--- src/rtl/npc_bus_pkg.sv ---
// Shared types for the NPC memory bus: widths, master ids, arbiter states and
// the latched request payload.
package npc_bus_pkg;

  localparam int unsigned ADDR_W = 32;
  localparam int unsigned DATA_W = 32;
  localparam int unsigned MASK_W = DATA_W / 8;

  typedef enum logic [1:0] {
    ST_IDLE = 2'd0,
    ST_REQ  = 2'd1,
    ST_RESP = 2'd2
  } arb_state_e;

  typedef logic mid_t;
  localparam mid_t MID_IFU = 1'b0;
  localparam mid_t MID_LSU = 1'b1;

  typedef struct packed {
    logic [ADDR_W-1:0] addr;
    logic [DATA_W-1:0] wdata;
    logic [MASK_W-1:0] wmask;
    logic              wen;
  } mem_req_t;

endpackage

--- src/rtl/mem_arbiter_if.sv ---
// Valid/ready request + response channel used for the IFU, LSU and memory ports.
// The IFU leaves the write fields tied off.
interface mem_arbiter_if;
  import npc_bus_pkg::*;

  logic              req_valid;
  logic              req_ready;
  logic [ADDR_W-1:0] req_addr;
  logic [DATA_W-1:0] req_wdata;
  logic [MASK_W-1:0] req_wmask;
  logic              req_wen;
  logic              resp_valid;
  logic              resp_ready;
  logic [DATA_W-1:0] resp_data;

  modport master (
    output req_valid, req_addr, req_wdata, req_wmask, req_wen, resp_ready,
    input  req_ready, resp_valid, resp_data
  );

  modport slave (
    input  req_valid, req_addr, req_wdata, req_wmask, req_wen, resp_ready,
    output req_ready, resp_valid, resp_data
  );

endinterface

--- src/rtl/mem_arb_pick.sv ---
// Combinational winner select between IFU and LSU requests.
// MEM_ARB_RR_EN: ties go to the master that did not win last; otherwise LSU wins ties.
module mem_arb_pick
  import npc_bus_pkg::*;
(
  input  logic ifu_valid_i,
  input  logic lsu_valid_i,
`ifdef MEM_ARB_RR_EN
  input  mid_t last_i,
`endif
  output logic any_o,
  output mid_t win_o
);

  always_comb begin
    any_o = ifu_valid_i | lsu_valid_i;
    win_o = MID_IFU;
    if (ifu_valid_i && lsu_valid_i) begin
`ifdef MEM_ARB_RR_EN
      win_o = (last_i == MID_IFU) ? MID_LSU : MID_IFU;
`else
      win_o = MID_LSU;
`endif
    end else if (lsu_valid_i) begin
      win_o = MID_LSU;
    end
  end

endmodule

--- src/rtl/mem_arbiter.sv ---
// Shares the single memory port between IFU and LSU with one transaction in flight.
// Tie policy: fixed LSU priority by default, round-robin when MEM_ARB_RR_EN is defined.
module mem_arbiter
  import npc_bus_pkg::*;
(
  input  logic          clk,
  input  logic          rst,
  mem_arbiter_if.slave  ifu,
  mem_arbiter_if.slave  lsu,
  mem_arbiter_if.master mem,
  output logic          busy
);

  arb_state_e state_q, state_d;
  mid_t       own_q, own_d;
  mem_req_t   req_q, req_d;
  logic       busy_q;
  logic       mreq_valid_q;
  logic       pick_any_c;
  mid_t       pick_win_c;
  logic       resp_hs_c;
`ifdef MEM_ARB_RR_EN
  mid_t       last_q, last_d;
`endif

  // IFU is read-only; its write fields are never looked at.
  logic unused_ifu_fields;
  assign unused_ifu_fields = ^{ifu.req_wdata, ifu.req_wmask, ifu.req_wen};

  mem_arb_pick u_pick (
    .ifu_valid_i (ifu.req_valid),
    .lsu_valid_i (lsu.req_valid),
`ifdef MEM_ARB_RR_EN
    .last_i      (last_q),
`endif
    .any_o       (pick_any_c),
    .win_o       (pick_win_c)
  );

  assign mem.req_valid = mreq_valid_q;
  assign mem.req_addr  = req_q.addr;
  assign mem.req_wdata = req_q.wdata;
  assign mem.req_wmask = req_q.wmask;
  assign mem.req_wen   = req_q.wen;
  assign busy          = busy_q;

  always_ff @(posedge clk) begin
    if (!rst) begin
      state_q      <= ST_IDLE;
      own_q        <= MID_IFU;
      req_q        <= '0;
      busy_q       <= 1'b0;
      mreq_valid_q <= 1'b0;
    end else begin
      state_q      <= state_d;
      own_q        <= own_d;
      req_q        <= req_d;
      busy_q       <= (state_d != ST_IDLE);
      mreq_valid_q <= (state_d == ST_REQ);
    end
  end

`ifdef MEM_ARB_RR_EN
  always_ff @(posedge clk) begin
    if (!rst) begin
      last_q <= MID_IFU;
    end else begin
      last_q <= last_d;
    end
  end
`endif

  always_comb begin
    state_d         = state_q;
    own_d           = own_q;
    req_d           = req_q;
`ifdef MEM_ARB_RR_EN
    last_d          = last_q;
`endif
    resp_hs_c       = 1'b0;
    ifu.req_ready   = 1'b0;
    lsu.req_ready   = 1'b0;
    ifu.resp_valid  = 1'b0;
    lsu.resp_valid  = 1'b0;
    ifu.resp_data   = '0;
    lsu.resp_data   = '0;
    mem.resp_ready  = 1'b0;

    unique case (state_q)
      ST_IDLE: begin
        if (pick_any_c) begin
          own_d   = pick_win_c;
          state_d = ST_REQ;
          if (pick_win_c == MID_LSU) begin
            lsu.req_ready = 1'b1;
            req_d = '{addr: lsu.req_addr, wdata: lsu.req_wdata,
                      wmask: lsu.req_wmask, wen: lsu.req_wen};
          end else begin
            ifu.req_ready = 1'b1;
            req_d = '{addr: ifu.req_addr, wdata: '0, wmask: '0, wen: 1'b0};
          end
        end
      end
      ST_REQ: begin
        if (mem.req_ready) state_d = ST_RESP;
      end
      ST_RESP: begin
        // Response channel is a straight pass-through to the owner only.
        if (own_q == MID_LSU) begin
          mem.resp_ready = lsu.resp_ready;
          lsu.resp_valid = mem.resp_valid;
          lsu.resp_data  = mem.resp_data;
          resp_hs_c      = mem.resp_valid && lsu.resp_ready;
        end else begin
          mem.resp_ready = ifu.resp_ready;
          ifu.resp_valid = mem.resp_valid;
          ifu.resp_data  = mem.resp_data;
          resp_hs_c      = mem.resp_valid && ifu.resp_ready;
        end
        if (resp_hs_c) begin
          state_d = ST_IDLE;
`ifdef MEM_ARB_RR_EN
          last_d  = own_q;
`endif
        end
      end
      default: state_d = ST_IDLE;
    endcase
  end

endmodule

--- src/flat_wrapper.sv ---
// flat-port wrapper written by rule: the top's interface ports become plain ports
module mem_arbiter_flat import npc_bus_pkg::*;
  (clk, rst, busy, ifu_req_valid, ifu_req_addr, ifu_req_wdata, ifu_req_wmask, ifu_req_wen, ifu_resp_ready, ifu_req_ready, ifu_resp_valid, ifu_resp_data, lsu_req_valid, lsu_req_addr, lsu_req_wdata, lsu_req_wmask, lsu_req_wen, lsu_resp_ready, lsu_req_ready, lsu_resp_valid, lsu_resp_data, mem_req_valid, mem_req_addr, mem_req_wdata, mem_req_wmask, mem_req_wen, mem_resp_ready, mem_req_ready, mem_resp_valid, mem_resp_data);
  mem_arbiter_if ifu_i ();
  mem_arbiter_if lsu_i ();
  mem_arbiter_if mem_i ();
  input  logic clk;
  input  logic rst;
  output logic busy;
  input wire logic [$bits(ifu_i.req_valid)-1:0] ifu_req_valid;
  input wire logic [$bits(ifu_i.req_addr)-1:0] ifu_req_addr;
  input wire logic [$bits(ifu_i.req_wdata)-1:0] ifu_req_wdata;
  input wire logic [$bits(ifu_i.req_wmask)-1:0] ifu_req_wmask;
  input wire logic [$bits(ifu_i.req_wen)-1:0] ifu_req_wen;
  input wire logic [$bits(ifu_i.resp_ready)-1:0] ifu_resp_ready;
  output wire logic [$bits(ifu_i.req_ready)-1:0] ifu_req_ready;
  output wire logic [$bits(ifu_i.resp_valid)-1:0] ifu_resp_valid;
  output wire logic [$bits(ifu_i.resp_data)-1:0] ifu_resp_data;
  input wire logic [$bits(lsu_i.req_valid)-1:0] lsu_req_valid;
  input wire logic [$bits(lsu_i.req_addr)-1:0] lsu_req_addr;
  input wire logic [$bits(lsu_i.req_wdata)-1:0] lsu_req_wdata;
  input wire logic [$bits(lsu_i.req_wmask)-1:0] lsu_req_wmask;
  input wire logic [$bits(lsu_i.req_wen)-1:0] lsu_req_wen;
  input wire logic [$bits(lsu_i.resp_ready)-1:0] lsu_resp_ready;
  output wire logic [$bits(lsu_i.req_ready)-1:0] lsu_req_ready;
  output wire logic [$bits(lsu_i.resp_valid)-1:0] lsu_resp_valid;
  output wire logic [$bits(lsu_i.resp_data)-1:0] lsu_resp_data;
  output wire logic [$bits(mem_i.req_valid)-1:0] mem_req_valid;
  output wire logic [$bits(mem_i.req_addr)-1:0] mem_req_addr;
  output wire logic [$bits(mem_i.req_wdata)-1:0] mem_req_wdata;
  output wire logic [$bits(mem_i.req_wmask)-1:0] mem_req_wmask;
  output wire logic [$bits(mem_i.req_wen)-1:0] mem_req_wen;
  output wire logic [$bits(mem_i.resp_ready)-1:0] mem_resp_ready;
  input wire logic [$bits(mem_i.req_ready)-1:0] mem_req_ready;
  input wire logic [$bits(mem_i.resp_valid)-1:0] mem_resp_valid;
  input wire logic [$bits(mem_i.resp_data)-1:0] mem_resp_data;
  assign ifu_i.req_valid = ifu_req_valid;
  assign ifu_i.req_addr = ifu_req_addr;
  assign ifu_i.req_wdata = ifu_req_wdata;
  assign ifu_i.req_wmask = ifu_req_wmask;
  assign ifu_i.req_wen = ifu_req_wen;
  assign ifu_i.resp_ready = ifu_resp_ready;
  assign ifu_req_ready = ifu_i.req_ready;
  assign ifu_resp_valid = ifu_i.resp_valid;
  assign ifu_resp_data = ifu_i.resp_data;
  assign lsu_i.req_valid = lsu_req_valid;
  assign lsu_i.req_addr = lsu_req_addr;
  assign lsu_i.req_wdata = lsu_req_wdata;
  assign lsu_i.req_wmask = lsu_req_wmask;
  assign lsu_i.req_wen = lsu_req_wen;
  assign lsu_i.resp_ready = lsu_resp_ready;
  assign lsu_req_ready = lsu_i.req_ready;
  assign lsu_resp_valid = lsu_i.resp_valid;
  assign lsu_resp_data = lsu_i.resp_data;
  assign mem_req_valid = mem_i.req_valid;
  assign mem_req_addr = mem_i.req_addr;
  assign mem_req_wdata = mem_i.req_wdata;
  assign mem_req_wmask = mem_i.req_wmask;
  assign mem_req_wen = mem_i.req_wen;
  assign mem_resp_ready = mem_i.resp_ready;
  assign mem_i.req_ready = mem_req_ready;
  assign mem_i.resp_valid = mem_resp_valid;
  assign mem_i.resp_data = mem_resp_data;
  mem_arbiter u_core (.clk(clk), .rst(rst), .ifu(ifu_i), .lsu(lsu_i), .mem(mem_i), .busy(busy));
endmodule
--- config.mk ---
export PLATFORM = sky130hd
export DESIGN_NAME = mem_arbiter_flat
export DESIGN_NICKNAME = d
export VERILOG_FILES = /design/src/rtl/npc_bus_pkg.sv /design/src/rtl/mem_arbiter_if.sv /design/src/rtl/mem_arb_pick.sv /design/src/rtl/mem_arbiter.sv /design/src/flat_wrapper.sv
export SDC_FILE = /design/constraint.sdc
export NUM_CORES = 1
export LEC_CHECK = 0
export ABC_AREA = 0
export CAP_MARGIN = 15
export CELL_PAD_IN_SITES_DETAIL_PLACEMENT = 0
export CELL_PAD_IN_SITES_GLOBAL_PLACEMENT = 2
export CORE_ASPECT_RATIO = 1.5
export CORE_UTILIZATION = 17
export CTS_CLUSTER_SIZE = 28
export DETAILED_ROUTE_END_ITERATION = 6
export PLACE_DENSITY_LB_ADDON = 0.15
export SLEW_MARGIN = 20
export SYNTH_ARGS = -nofsm -noshare
export SYNTH_HDL_FRONTEND = slang
export SYNTH_SLANG_ARGS = --single-unit
--- constraint.sdc ---
create_clock -name clk -period 3.6 [get_ports clk]
set_input_delay 1.08 -clock clk [delete_from_list [all_inputs] [get_ports clk]]
set_output_delay 1.08 -clock clk [all_outputs]
set_load 0.02 [all_outputs]
==> flow_summary.ini, run 1 <==
[setup_path]
startpoint_type = input port
worstSetupEndpointType = output pin
worstReg2RegEnd = u_core.busy
crit_path_frequent_cell = clkdlybuf4s50_1
r2r_cells = 4
crit_chain = clkdlybuf4s50_1, nand2_1, nor2_1, clkdlybuf4s50_1
r2r_slack_ns = 1.94
cp.arrival_ns = 2.35
cpPeakStageDelay_ns = 0.64
cp_slowest_cell = clkdlybuf4s50_1
timing.rr.start = u_core.state_q[0]
worst_ep_required_time_ns = 2.52
worstPathMaxFanout = 2
crit_type = in -> out

[min_path]
min_to = u_core.mem.req_wmask[3]
holdPathStages = 2
hp-class = reg -> reg
min_from = u_core.mem.req_wmask[3]

[die]
num_io_pins = 318
fp.dieW_um = 122.5
core-area_mm2 = 0.02123
row_count = 65
start_util = 0.1744
dieArea_mm2 = 0.02238
die_h_um = 182.7

[layout]
multi_input_area_mm2 = 0.001996
drive_gt1_frac = 0.05015
syn2layout_area_growth_pct = 88.14
regArea_mm2 = 0.001481
num-fill-cells = 2228
nNetsFinal = 851
stdcell_area_mm2 = 0.006965
postLayoutCoreUtil = 0.3281
instances_no_fill = 946
diodes = 0

[synthesis]
synth_top_area_share = 0.4001
syn_area_mm2 = 0.003702
synth.distinct_cells = 26
async_reset_ff_frac = 0
avgSynthCellArea_um2 = 9.008
synthTopCellsByArea = dfxtp_1 (40%), and2_1 (11%), mux2i_1 (8.7%)
syn-num-nets = 589
ys_ff_latch = 74
syn_inst = 411
synth_edf_count = 0
ys_warn_count = 0
seq_area_frac_synth = 0.4001
synth_top_area_cell = dfxtp_1
dominantRegCellSynth = dfxtp_1

[route]
wl_mm = 15.07
wl_per_cell_um = 15.93
postRouteAntennaNets = 0
viasPerCell = 4.108
drc = 0
vias = 3886
drt_iter0_markers = 128
drtPass1Iterations = 4

[cts]
clock-root-buffer = clkbuf_16
clk_pin_slew_ns = 0.06
cts.sinks = 74
cts_buffers = 9
h-tree-depth = 3
cts_tree = built
cts_hold_buf = 0
cts_buffer_depth = 2
insertion_delay_ns = 0.34

[global_routing]
antenna_found_initial = 0
grt_pass1_wl_mm = 22.36
grt_pass1_vias = 3873
grt_overflow = 0
grt_usage = 0.1319
grt_max_degree = 75

[sta]
timing.fmax_mhz = 291.6
hold_viol_final = 0
setup_viol = 0
tightestPinTransition_ns = 0.7562
setup-tns-final_ns = 0
finalMaxSlewViolations = 0
finalCriticalPeriod_ns = 3.429
maxSlewHeadroom = 0.4959
rsz0062_at_grt = false
fin_crit_sh = 0.9525
skew_ns = 0.01258

[status]
outcome = finished clean

[place]
dp.cells = 930
dpl_cell_area_mm2 = 0.006691
dp_hpwl_mm = 11.06
place.gp.congestion = 0.7266
port_buffers = 280

[power]
seqPwrFrac = 0.373
internal_power_mw = 1.756
power.switching_mw = 0.7556
p_sw_frac = 0.3008
power.share.clock = 0.333
power.leakage_nw = 2.891
pwr-share-comb = 0.294
power.density_mw_per_mm2 = 360.6
fin_total_pwr_mw = 2.512
max-vdd-ir-drop_v = 0.0002008

[run]
max_cap_violations = 0
-- how the worst max path moves through the flow --
stage / start / end / slack, ns / depth (start not counted)
3_3_place_gp: ifu_resp_ready / mem_resp_ready / 0.03 / 4
3_5_place_dp: ifu_resp_ready / mem_resp_ready / 0.04 / 4
5_1_grt: mem_resp_valid / ifu_resp_valid / 0.12 / 3
2_1_floorplan: lsu_req_valid / ifu_req_ready / 0.80 / 3
4_1_cts: lsu_resp_ready / mem_resp_ready / 0.04 / 4
6_report: ifu_req_valid / ifu_req_ready / 0.17 / 4
-- power groups by stage --
| stage | logic (mW) | clock network, mW | registers, mW |
|---|---|---|---|
| 3_3_place_gp | 0.749 | 0 | 0.953 |
| 4_1_cts | 0.757 | 0.881 | 0.938 |
| 3_5_place_dp | 0.754 | 0 | 0.956 |
| 2_1_floorplan | 0.269 | 0 | 1.04 |
| 6_report | 0.739 | 0.836 | 0.937 |
| 5_1_grt | 0.795 | 0.912 | 0.947 |
-- repair_timing --
item	in CTS	in global routing
resized for setup	0	1
setup endpoints to repair	0	1
buffers inserted	0	0
-- cells by family (layout without fill, tap and decap cells) --
kind of cell	after synthesis	count (layout)	synth area share
simple gates	150	150	0.2224
compound gates	113	113	0.2247
flops	74	74	0.4001
buf+inv	41	308	0.06320
mux	33	33	0.08956
-- critical path: cells and delay by family --
kind	cells	cell delay, ns
simple gates	2	0.14
buf+inv	2	1.12
-- cell type report --
type,instances,area share
Inverter,1,0.0005389
Clock buffer,11,0.03341
Tap cell,268,0.04814
Multi-Input combinational cell,296,0.2865
Timing Repair Buffer,291,0.4131
Clock inverter,5,0.005569
Sequential cell,74,0.2127
-- state kept, by name, summed over array words and instances (netlist names) --
name	count
u_core.mem.req_addr	32
u_core.mem.req_wdata	32
u_core.mem.req_wmask	4
u_core.state_q	2
u_core.busy	1
u_core.mem.req_valid	1
u_core.mem.req_wen	1
u_core.own_q	1
-- per-stage QoR --
step | hold WS (ns) | setup slack [ns]
global route | 0.4930 | 0.1236
global placement | 0.4569 | 0.03376
CTS | 0.4749 | 0.04369
detailed placement | 0.4663 | 0.04346
finish | 0.4723 | 0.1711
floorplan | 0.5521 | 0.8032
-- placed cells by master, fill, tap and decap left out, types with 2 or more instances in the layout --
cell,synthesis,routed
a21boi_1,37,37
a21oi_1,2,2
clkbuf_1,16,2
buf_2,13,2
o21a_1,4,4
nand3_1,32,32
or2_1,2,2
and2_1,67,67
clkinv_4,0,2
dfxtp_1,74,74
o21ai_0,7,7
o211a_1,32,32
o21ai_1,30,30
nor2b_1,3,3
nor2_2,2,3
buf_4,5,11
clkbuf_16,0,9
mux2i_1,32,32
nand2_1,38,38
clkdlybuf4s50_1,0,277
-- metal layers --
metal / GRT usage / vias up / part of all wire
met4: 0.04390 / 0 / 0.015
met5: 0 / - / 0
met1: 0.1510 / 1783 / 0.40
met2: 0.2378 / 148 / 0.52
li1: - / 1941 / -
met3: 0.02830 / 14 / 0.062
-- cells in the mapped netlist, types with 2 or more instances --
library cell,count
nor2_1,2
buf_4,5
o21ai_0,7
nor2b_1,3
and2_1,67
a21oi_1,2
or2_1,2
clkbuf_1,16
mux2i_1,32
buf_2,13
o21a_1,4
nand2_1,38
nand3_1,32
dfxtp_1,74
o211a_1,32
buf_6,6
a21boi_1,37
nor2_2,2
o21ai_1,30
Note: power is estimated with default switching activity, not from simulation.
==> run 2, diff against run 1 <==
==> constraint.sdc (replaced) <==
create_clock -name clk -period 3.6 [get_ports clk]
set_input_delay 1.08 -clock clk [delete_from_list [all_inputs] [get_ports clk]]
set_output_delay 1.08 -clock clk [all_outputs]
set_load 0.005 [all_outputs]
==> flow_summary.ini, run 2 (synthesized netlist as in run 1, its figures left out) <==
[min_path]
min_to = u_core.mem.req_wdata[3]
hp-class = reg -> reg
min_from = u_core.mem.req_wdata[3]
holdPathStages = 2

[die]
start_util = 0.1744
die_h_um = 182.7
row_count = 65
dieArea_mm2 = 0.02238
num_io_pins = 318
fp.dieW_um = 122.5
core-area_mm2 = 0.02123

[cts]
clock-root-buffer = clkbuf_16
cts.sinks = 74
cts_buffer_depth = 2
cts_hold_buf = 0
cts_tree = built
insertion_delay_ns = 0.35
cts_setup_buffers = 0
post_cts_resized = 0
clk_pin_slew_ns = 0.06
cts_buffers = 9
h-tree-depth = 3

[sta]
tightestPinTransition_ns = 0.7726
finalMaxSlewViolations = 0
rsz0062_at_grt = false
hold_viol_final = 0
fin_crit_sh = 0.9582
timing.fmax_mhz = 289.9
finalCriticalPeriod_ns = 3.449
setup_viol = 0
skew_ns = 0.01300
setup-tns-final_ns = 0
maxSlewHeadroom = 0.4850

[layout]
layout_commonest_cell = clkdlybuf4s50_1
final_cell_mix = clkdlybuf4s50_1 (278), dfxtp_1 (74), and2_1 (67)
syn2layout_area_growth_pct = 89.05
drive_gt1_frac = 0.05310
num-fill-cells = 2240
postLayoutCoreUtil = 0.3297
nNetsFinal = 851
diodes = 0

[setup_path]
cp.arrival_ns = 2.37
crit_chain = clkdlybuf4s50_1, mux2_2, nor2b_1, clkdlybuf4s50_1
timing.rr.start = u_core.state_q[0]
crit_buf_inv = 2
crit_type = in -> out
worstSetupEndpointType = output pin
crit_family = buffers and inverters
worstReg2RegEnd = u_core.mem.req_wdata[0]
crit_path_frequent_cell = clkdlybuf4s50_1
startpoint_type = input port
worst_ep_required_time_ns = 2.52
cp_slowest_cell = clkdlybuf4s50_1
worstPathMaxFanout = 2
cpPeakStageDelay_ns = 0.55
r2r_cells = 4
r2r_slack_ns = 2.09

[route]
viasPerCell = 4.149
drtPass1Iterations = 4
postRouteAntennaNets = 0
wl_per_cell_um = 16.00
drt_iter0_markers = 164
vias = 3925
wl_mm = 15.14
drc = 0

[place]
place.gp.congestion = 0.7279
port_buffers = 280
dp_hpwl_mm = 11.04

[status]
outcome = finished clean

[power]
power.leakage_nw = 2.887
power.density_mw_per_mm2 = 359.9
max-vdd-ir-drop_v = 0.0001715

[global_routing]
grt_usage = 0.1320
grt_max_degree = 75
grt_overflow = 0
antenna_found_initial = 0
grt_pass1_vias = 3759
grt_pass1_wl_mm = 22.32

[run]
max_cap_violations = 0
run 2: layer usage:
| layer | global-route usage | share of wire | up-vias |
|---|---|---|---|
| li1 | - | - | 1943 |
| met1 | 0.1537 | 0.40 | 1811 |
| met2 | 0.2330 | 0.51 | 155 |
| met3 | 0.03141 | 0.065 | 16 |
| met4 | 0.04293 | 0.017 | 0 |
| met5 | 0 | 0 | - |
run 2: worst max-delay path by stage:
stage | from | to | slack (ns) | depth (start not counted)
2_1_floorplan | lsu_req_valid | lsu_req_ready | 0.93 | 3
3_3_place_gp | ifu_resp_ready | mem_resp_ready | 0.14 | 4
3_5_place_dp | lsu_resp_ready | mem_resp_ready | 0.14 | 4
4_1_cts | lsu_resp_ready | mem_resp_ready | 0.13 | 4
5_1_grt | lsu_resp_ready | mem_resp_ready | 0.06 | 4
6_report | lsu_resp_ready | mem_resp_ready | 0.15 | 4
run 2: stage by stage:
step | worst slack, ns | power (mW) | area (um2) | cells | hold slack (ns)
floorplan | 0.9306 | 1.209 | 3702 | 411 | 0.4686
global placement | 0.1434 | 1.600 | 6691 | 930 | 0.4568
detailed placement | 0.1357 | 1.604 | 6691 | 930 | 0.4683
CTS | 0.1346 | 2.580 | 6999 | 946 | 0.4776
global route | 0.06463 | 2.662 | 6999 | 946 | 0.4952
finish | 0.1506 | 2.519 | 6999 | 946 | 0.4746
run 2: worst register-to-register path, delay by kind of cell (launching register included):
kind                   cells  cell delay [ns]
DFF                        1             0.45
buffers and inverters      1             0.41
AOI/OAI and AO/OA          2             0.32
and+or+nand+nor            1             0.26
run 2: area by class of cell:
| type | instances | area [um2] | share of cell area |
|---|---|---|---|
| Tap cell | 268 | 335.3 | 0.04791 |
| Clock buffer | 9 | 225.2 | 0.03218 |
| Clock inverter | 7 | 82.58 | 0.01180 |
| Sequential cell | 74 | 1481 | 0.2117 |
| Multi-Input combinational cell | 296 | 1996 | 0.2851 |
| Timing Repair Buffer | 291 | 2875 | 0.4108 |
| Inverter | 1 | 3.754 | 0.0005363 |
run 2: power by group:
group / leakage, nW / internal (mW) / switching, mW
logic: 2.13 / 0.387 / 0.248
registers: 0.611 / 0.897 / 0.0403
clock network: 0.145 / 0.549 / 0.398
